File: src/rtl/order_pkg.sv
// Shared constants and types for the layer-order sequencer: record layout,
// opcode encoding and the controller state enumeration.
package order_pkg;

    localparam int WORD_W    = 32;
    localparam int FIELD_NUM = 18;

    // Word index of each used field inside a 32-word order record
    localparam int ORDER          = 0;
    localparam int FEAT_IN_BASE   = 1;
    localparam int FEAT_IN_PATCH  = 2;
    localparam int FEAT_OUT_PATCH = 3;
    localparam int DOUBLE_PATCH   = 4;
    localparam int PATCH_NUM      = 5;
    localparam int ROW            = 6;
    localparam int COL            = 7;
    localparam int W_QUANT        = 8;
    localparam int IN_QUANT       = 9;
    localparam int OUT_QUANT      = 10;
    localparam int STRIDE         = 11;
    localparam int RET_ADDR       = 12;
    localparam int RET_PATCH      = 13;
    localparam int PADDING        = 14;
    localparam int W_LEN          = 15;
    localparam int ACTIVATE       = 16;
    localparam int ID             = 17;

    localparam logic [2:0] OP_END = 3'd0;

    typedef enum logic [2:0] {
        IDLE   = 3'd0,
        FETCH  = 3'd1,
        DRAIN  = 3'd2,
        DECODE = 3'd3,
        ISSUE  = 3'd4,
        RUN    = 3'd5
    } state_t;

endpackage

File: src/rtl/order_sequencer.sv
// Layer-order controller: fetches each order record from the order RAM,
// latches it on cfg_bus, launches the conv datapath and advances on the
// rising edge of calculate_finish until an END order or index exhaustion.
module order_sequencer #(
    parameter int ORDER_DEPTH = 128,
    parameter int ADDR_W      = 7,
    parameter int START_LAYER = 0,
    parameter int FIELD_NUM   = 18,
    parameter int RD_LAT      = 1
) (
    input  logic                    system_clk,
    input  logic                    rst_n,
    input  logic                    task_start,
    output logic                    ord_rd_en,
    output logic [ADDR_W+4:0]       ord_rd_addr,
    input  logic [31:0]             ord_rd_data,
    output logic                    calculate_start,
    input  logic                    calculate_finish,
    output logic [FIELD_NUM*32-1:0] cfg_bus,
    output logic [ADDR_W-1:0]       order_idx,
    output logic                    busy,
    output logic                    done,
    output logic                    overrun
);

    import order_pkg::*;

    state_t            state;
    state_t            state_nxt;
    logic [4:0]        word_idx;
    logic              finish_r;
    logic              fin_edge;
    logic              last_order;
    logic [RD_LAT-1:0] cap_vld_p;
    logic [4:0]        cap_idx_p [RD_LAT];

    assign fin_edge    = calculate_finish & ~finish_r;
    assign last_order  = (order_idx == ADDR_W'(ORDER_DEPTH - 1));
    assign ord_rd_en   = (state == FETCH);
    assign ord_rd_addr = ord_rd_en ? {order_idx, word_idx} : '0;
    assign busy        = (state != IDLE);

    // State register, word counter, order index, overrun flag and finish history
    always_ff @(posedge system_clk or negedge rst_n) begin
        if (!rst_n) begin
            state     <= IDLE;
            word_idx  <= '0;
            order_idx <= ADDR_W'(START_LAYER);
            overrun   <= 1'b0;
            finish_r  <= 1'b0;
        end else begin
            state    <= state_nxt;
            // Tracks the input in every state so a held level never looks like a new edge
            finish_r <= calculate_finish;
            word_idx <= (state == FETCH) ? word_idx + 5'd1 : 5'd0;
            if (state == IDLE && task_start) begin
                order_idx <= ADDR_W'(START_LAYER);
                overrun   <= 1'b0;
            end
            if (state == RUN && fin_edge) begin
                if (last_order) begin
                    overrun <= 1'b1;
                end else begin
                    order_idx <= order_idx + ADDR_W'(1);
                end
            end
        end
    end

    // Read-valid pipe matching the RAM latency
    always_ff @(posedge system_clk or negedge rst_n) begin
        if (!rst_n) begin
            cap_vld_p <= '0;
        end else begin
            cap_vld_p[0] <= ord_rd_en;
            for (int i = 1; i < RD_LAT; i++) begin
                cap_vld_p[i] <= cap_vld_p[i-1];
            end
        end
    end

    // Word-index pipe travelling alongside the valid bits
    always_ff @(posedge system_clk) begin
        cap_idx_p[0] <= word_idx;
        for (int i = 1; i < RD_LAT; i++) begin
            cap_idx_p[i] <= cap_idx_p[i-1];
        end
    end

    // Capture returning RAM words into their slot of the configuration bus
    always_ff @(posedge system_clk or negedge rst_n) begin
        if (!rst_n) begin
            cfg_bus <= '0;
        end else if (cap_vld_p[RD_LAT-1]) begin
            for (int k = 0; k < FIELD_NUM; k++) begin
                if (cap_idx_p[RD_LAT-1] == 5'(k)) begin
                    cfg_bus[k*32 +: 32] <= ord_rd_data;
                end
            end
        end
    end

    // Next-state logic with the start and done pulses
    always_comb begin
        state_nxt       = state;
        calculate_start = 1'b0;
        done            = 1'b0;
        case (state)
            IDLE: begin
                if (task_start) state_nxt = FETCH;
            end
            FETCH: begin
                if (word_idx == 5'(FIELD_NUM - 1)) state_nxt = DRAIN;
            end
            DRAIN: begin
                if (cap_vld_p == '0) state_nxt = DECODE;
            end
            DECODE: begin
                if (cfg_bus[ORDER*32 +: 3] == OP_END) begin
                    done      = 1'b1;
                    state_nxt = IDLE;
                end else begin
                    state_nxt = ISSUE;
                end
            end
            ISSUE: begin
                calculate_start = 1'b1;
                state_nxt       = RUN;
            end
            RUN: begin
                if (fin_edge) begin
                    done      = last_order;
                    state_nxt = last_order ? IDLE : FETCH;
                end
            end
            default: state_nxt = IDLE;
        endcase
    end

endmodule
File: config.mk
export PLATFORM = sky130hd
export DESIGN_NAME = order_sequencer
export DESIGN_NICKNAME = d
export VERILOG_FILES = /design/src/rtl/order_pkg.sv /design/src/rtl/order_sequencer.sv
export SDC_FILE = /design/constraint.sdc
export NUM_CORES = 1
export LEC_CHECK = 0
export CAP_MARGIN = 20
export CORE_AREA = 3 3 249 251
export CTS_BUF_LIST = sky130_fd_sc_hd__clkbuf_4 sky130_fd_sc_hd__clkbuf_8 sky130_fd_sc_hd__clkbuf_16
export CTS_CLUSTER_DIAMETER = 120
export DETAILED_ROUTE_END_ITERATION = 10
export DIE_AREA = 0 0 252 254
export DONT_BUFFER_PORTS = 1
export GPL_TIMING_DRIVEN = 0
export HOLD_SLACK_MARGIN = 0.03
export SLEW_MARGIN = 20
export SYNTH_ARGS = -nofsm -noshare
export SYNTH_HDL_FRONTEND = slang
export SYNTH_SLANG_ARGS = --single-unit
File: constraint.sdc
create_clock -name system_clk -period 1.97 [get_ports system_clk]
set_input_delay 0.591 -clock system_clk [delete_from_list [all_inputs] [get_ports system_clk]]
set_output_delay 0.591 -clock system_clk [all_outputs]
set_load 0.03 [all_outputs]
==> flow_metrics.py, run 1 <==
metrics = {
    "timing": {
        "relSlewSlack": -1.73,
        "fmax_mhz": 346,
        "period_needed_ps": 2890,
        "setup_violations": 346,
        "rsz0062_at_grt": "true",
        "finClkSkew_ps": 23.8,
        "hold_viol_final": 119,
        "worst_pin_slew_ps": 4100,
        "worst_slack_ps": -917,
        "whs_ps": -312,
        "slew_violations": 464,
        "fin_crit_sh": 1.47,
    },
    "hold_path": {
        "min_path_type": "input port to async pin",
    },
    "synthesis": {
        "synth_top_family_by_area": "multiplexers",
        "synthesis.area_um2": 22600,
        "syn_nets": 1418,
        "synth-simple-area-share": 0.0203,
        "synth_xor_area_frac": 0.00194,
        "muxShareOfSynthArea": 0.289,
        "synth-adder-area-share": 0.00166,
        "synth_largest_area_cell": "dfrtp_1",
        "ys_ff_latch": 599,
        "netlist_instances": 1379,
        "netlist.area_leader.share": 0.659,
        "yosys_warnings": 0,
        "ys_seq_area_frac": 0.663,
        "yosys-top-cells-area": "dfrtp_1, mux2_2, mux2_1",
        "yosys.cell_types.count": 41,
        "synth_compound_area_frac": 0.00488,
        "syn_area_per_cell_um2": 16.4,
    },
    "clocking": {
        "cts_tree": "done",
        "cts_inserted_buffers": 61,
        "cts.sinks": 599,
        "ctsHoldBuffers": 1,
        "clkSlewWorstSetupHoldPaths_ps": 60,
        "clockBufferDepth": 3,
        "cts_root_buf": "clkbuf_16",
        "htree_levels": 2,
        "clk_latency_ps": 620,
    },
    "layout": {
        "layout_common_cells": "dfrtp_1, mux2_2, clkbuf_16, buf_4, mux2_4",
        "mostFrequentLayoutCell": "dfrtp_1",
        "layout-drive-gt1-share": 0.555,
        "fin_area_um2": 26800,
        "fillerInstances": 5324,
        "diodes": 0,
        "fin_util": 0.446,
        "area_delta_synth_final_pct": 18.9,
        "fin_nets": 1519,
        "fin_cells": 2313,
    },
    "critical_path": {
        "critPathRequiredTime_ps": 1720,
        "crit_fanout": 594,
        "worstSetupPathType": "input port to async pin",
        "cp.arrival_ps": 2640,
        "worst_setup_path_end_kind": "async pin",
        "rrSetupSlack_ps": 20,
        "start_kind": "input port",
    },
    "placement": {
        "dp_cells": 2161,
        "dp_hpwl_um": 46600,
        "place_area_um2": 23600,
        "io_buffers": 0,
        "gp_routability_congestion": 0.775,
    },
    "grt": {
        "grt_overflow": 0,
        "grt_use_total": 0.201,
        "grt_pass1_wl_um": 94600,
        "grt_max_degree": 595,
        "antenna_found_initial": 2,
        "grt_pass1_vias": 12778,
    },
    "pwr": {
        "leakage_nw": 11.9,
        "finalPower_mw": 57.8,
        "powerDensity_nw_per_um2": 2160,
        "ir_drop_mv": 0.925,
    },
    "die": {
        "die_h_um": 254,
        "die_x_um": 252,
        "ios": 636,
        "start_util": 0.375,
        "rows": 90,
        "die_area_um2": 64000,
        "core_area_um2": 60100,
    },
    "route": {
        "ant_nets": 0,
        "drt_first_pass_iters": 4,
        "wl_um": 68100,
        "wl_per_cell_um": 29.4,
        "vias_per_cell": 5.34,
        "dr.first_iter.drc_count": 658,
        "dr_total_vias": 12341,
        "drc": 0,
    },
    "flow_run": {
        "max_cap_violations": 0,
    },
    "outcome": {
        "status": "finished with violations",
        "violations": "hold timing, slew limit, setup timing",
    },
}
==> where the power goes <==
group	switching, mW	internal, mW	total [mW]
sequential	17.2	18.1	35.3
clock	4.81	7.20	12.0
combinational	4.01	6.52	10.5
total	26.0	31.8	57.8
==> timing repair <==
| item | CTS | global route |
|---|---|---|
| hold endpoints to repair | 595 | 594 |
| cloned | 2 | 4 |
| gates resized for setup | 134 | 82 |
| setup endpoints to repair | 559 | 407 |
| pin swaps | 10 | 5 |
| buffers inserted | 26 | 11 |
==> per-layer routing <==
layer,track usage,routed length (um),up-vias
li1,-,-,5072
met3,0.0797,6240,124
met1,0.231,25400,6665
met2,0.345,34200,480
met4,0.0667,2260,0
met5,0,0,-
==> worst register-to-register path, cell delays in order, from the launching register on <==
cell and delay [ps]:
dfrtp_2 530, ha_4 200, nand3_4 80, or3_4 400, buf_8 140, a21boi_1 310, mux2_2 230
==> cell families after synthesis <==
kind of cell             count (synthesis)
multiplexers                           578
XOR/XNOR                                 5
buffers and inverters                  101
AO/OA/AOI/OAI                           15
AND/OR/NAND/NOR                         78
adder cells (fa/ha/maj)                  3
flip-flops                             599
==> cell usage after synthesis, drive strengths merged <==
cell type / number
a22o: 2
a21oi: 1
nor4bb: 2
a211o: 1
xnor2: 2
clkbuf: 41
mux2: 578
a32o: 1
or3: 4
nand2: 18
o31ai: 1
nor3b: 4
buf: 55
nand4bb: 1
ha: 3
nor2: 12
o21a: 1
dfxtp: 5
inv: 5
nand3b: 2
dfrtp: 594
nand3: 5
o211ai: 1
o41ai: 1
nor3: 7
nor4: 2
o21ai: 4
xor2: 3
a221o: 1
or2: 1
nand4b: 1
a21boi: 1
nand2b: 2
nor2b: 4
and2: 11
and4: 2
==> per-stage QoR <==
step	TNS, ps	worst slack, ps
floorplan	-158	-158
global placement	-161460	-702
detailed placement	-170760	-531
CTS	-8680	-980
global route	-8980	-1020
finish	-204200	-917
==> cell type report <==
type | instances | area, um^2 | share of cell area
sequential | 599 | 15000 | 0.559
multi-input combinational | 679 | 7570 | 0.282
inverter | 5 | 30.0 | 0.00112
clock inverter | 15 | 168 | 0.00625
clock buffer | 99 | 1970 | 0.0733
tap | 782 | 978 | 0.0365
buffer | 92 | 654 | 0.0244
timing repair buffer | 42 | 463 | 0.0173
==> worst paths after layout <==
kind	start	endpoint	cells past startpoint
max	rst_n	cfg_bus[511]	0
max reg2reg	order_idx[0]	order_idx[0]	6
min reg2reg	word_idx[1]	cap_idx_p[0][1]	0
min in group system_clk	ord_rd_data[17]	cfg_bus[241]	1
max in group system_clk	order_idx[0]	done	6
min	rst_n	cfg_bus[197]	0
==> flip-flops by register name (all words and copies together), names as in the netlist <==
register	count
finish_r	1
state	3
cap_idx_p	5
overrun	1
word_idx	5
cap_vld_p	1
order_idx	7
cfg_bus	576
Power figures use the tool's default switching activity.
==> inputs of run 2 (changes only) <==
- TNS_END_PERCENT: default -> 20
==> run 2 against run 1 <==
The run still ends with hold timing, slew limit, setup timing left. Clock-buffer cell count unchanged. Largest power group unchanged. Power down 0.46%. Largest cell class unchanged. Sequential power about the same. Global-route usage down 0.069 points. Final cell count down 0.39%. Hold slack worse by 0.66 ps. Die area unchanged. Critical path depth up 5. Clock skew down 0.79 ps.
==> flow_metrics.py, run 2 (synthesis results as in run 1) <==
metrics = {
    "outcome": {
        "status": "finished with violations",
        "violations": "hold timing, slew limit, setup timing",
    },
    "placement": {
        "dp_cells": 2161,
        "place_area_um2": 23600,
        "dp_hpwl_um": 46600,
        "io_buffers": 0,
        "gp_routability_congestion": 0.775,
        "place_worst_setup_slack_ps": -531,
    },
    "pwr": {
        "switchingPower_mw": 25.9,
        "finalPower_mw": 57.6,
        "intPower_mw": 31.6,
        "p_comb_frac": 0.178,
        "seq_power_share": 0.614,
        "pwr-share-clk": 0.209,
        "p_sw_frac": 0.450,
        "ir_drop_mv": 0.925,
        "leakage_nw": 11.8,
        "powerDensity_nw_per_um2": 2160,
    },
    "die": {
        "rows": 90,
        "core_area_um2": 60100,
        "die_x_um": 252,
        "start_util": 0.375,
        "ios": 636,
        "die_h_um": 254,
        "die_area_um2": 64000,
    },
    "critical_path": {
        "path_buf_inv": 1,
        "crit-reg2reg-launch": "cap_vld_p",
        "worstSetupPathType": "flip-flop to output pin",
        "crit_fanout": 8,
        "worst_setup_path_end_kind": "output pin",
        "start_kind": "flip-flop",
        "rrSetupSlack_ps": -50,
        "timing.rr.end": "cfg_bus[312]",
        "critPathRequiredTime_ps": 1380,
        "rr_worst_depth": 7,
        "path_cells": "nand3_4, or3_4, buf_8, nor3_4, o21a_4",
        "cp_slowest_stage_delay_ps": 690,
        "crit_family": "flip-flops",
        "cp.arrival_ps": 2280,
        "critical_path.slowest_cell": "dfrtp_1",
    },
    "timing": {
        "worst_pin_slew_ps": 2770,
        "slew_violations": 342,
        "finClkSkew_ps": 23.0,
        "hold_viol_final": 242,
        "worst_slack_ps": -900,
        "relSlewSlack": -0.846,
        "fin_crit_sh": 1.46,
        "period_needed_ps": 2870,
        "whs_ps": -313,
        "rsz0062_at_grt": "true",
        "setup_violations": 46,
        "setup-tns-final_ps": -7580,
        "fmax_mhz": 348,
    },
    "route": {
        "dr_total_vias": 12275,
        "vias_per_cell": 5.33,
        "drt_first_pass_iters": 4,
        "drc": 0,
        "wl_per_cell_um": 29.2,
        "ant_nets": 0,
        "dr.first_iter.drc_count": 649,
        "wl_um": 67200,
    },
    "layout": {
        "layout_common_cells": "dfrtp_1, mux2_2, clkbuf_16, mux2_4",
        "layout-drive-gt1-share": 0.549,
        "multiInputGateArea_um2": 7510,
        "fin_util": 0.442,
        "fin_cells": 2304,
        "fillerInstances": 5342,
        "mostFrequentLayoutCell": "dfrtp_1",
        "area_delta_synth_final_pct": 17.9,
        "reg_top3": "cfg_bus: 576 flops, order_idx: 7 flops",
        "fin_nets": 1510,
        "regArea_um2": 15000,
        "fin_area_um2": 26600,
        "diodes": 0,
        "top_register": "cfg_bus",
        "largest_reg_flops": 576,
    },
    "hold_path": {
        "min_path_type": "input port to async pin",
    },
    "flow_run": {
        "max_cap_violations": 0,
    },
    "clocking": {
        "cts.sinks": 599,
        "ctsHoldBuffers": 1,
        "htree_levels": 2,
        "clockBufferDepth": 3,
        "cts_inserted_buffers": 61,
        "cts_tree": "done",
        "clk_latency_ps": 620,
        "cts_root_buf": "clkbuf_16",
        "clkSlewWorstSetupHoldPaths_ps": 60,
    },
    "grt": {
        "grt_pass1_wl_um": 94300,
        "antenna_found_initial": 2,
        "grt_pass1_vias": 12681,
        "grt_overflow": 0,
        "grt_max_degree": 595,
        "grt_use_total": 0.201,
    },
}
## run 2: timing repair
item | in CTS | in global routing
pin swaps | 7 | 6
hold endpoints to repair | 595 | 594
resized for setup | 126 | 80
setup buffers | 17 | 14
endpoints found under the setup margin | 559 | 215
cloned | 1 | 0
## run 2: final cells by class
class,instances,area share
Clock inverter,15,0.00630
Inverter,5,0.00113
Multi-Input combinational cell,679,0.283
Buffer,94,0.0253
Timing Repair Buffer,31,0.0108
Sequential cell,599,0.563
Clock buffer,99,0.0739
Tap cell,782,0.0368
## run 2: power groups by stage
stage               clock network (mW)  registers [mW]  logic [mW]
floorplan                            0            32.8        7.59
global placement                     0            35.5        8.75
detailed placement                   0            35.6        9.19
CTS                               12.3            35.5        9.87
global route                      12.8            35.9        11.1
finish                            12.0            35.3        10.2
## run 2: how the worst max path moves through the flow
| stage | endpoint | depth (start not counted) | slack [ps] | startpoint |
|---|---|---|---|---|
| finish | done | 5 | -900 | order_idx[2] |
| global route | done | 6 | -1020 | order_idx[0] |
| CTS | done | 6 | -980 | order_idx[0] |
| detailed placement | cfg_bus[47] | 5 | -530 | cap_vld_p |
| global placement | cfg_bus[236] | 4 | -700 | cap_vld_p |
| floorplan | done | 6 | -160 | order_idx[1] |
## run 2: worst register-to-register path, delay by kind of cell, from the launching register on
kind	cells	cell delay, ps
buffers and inverters	4	620
DFF	1	430
muxes	1	320
and+or+nand+nor	2	520
## run 2: metal layers
metal  share of wire  global-route usage  vias up
met1            0.37               0.231     6592
met2            0.50               0.342      522
met3           0.095              0.0797      127
met5               0                   0        -
met4           0.034              0.0677        0
li1                -                   -     5034
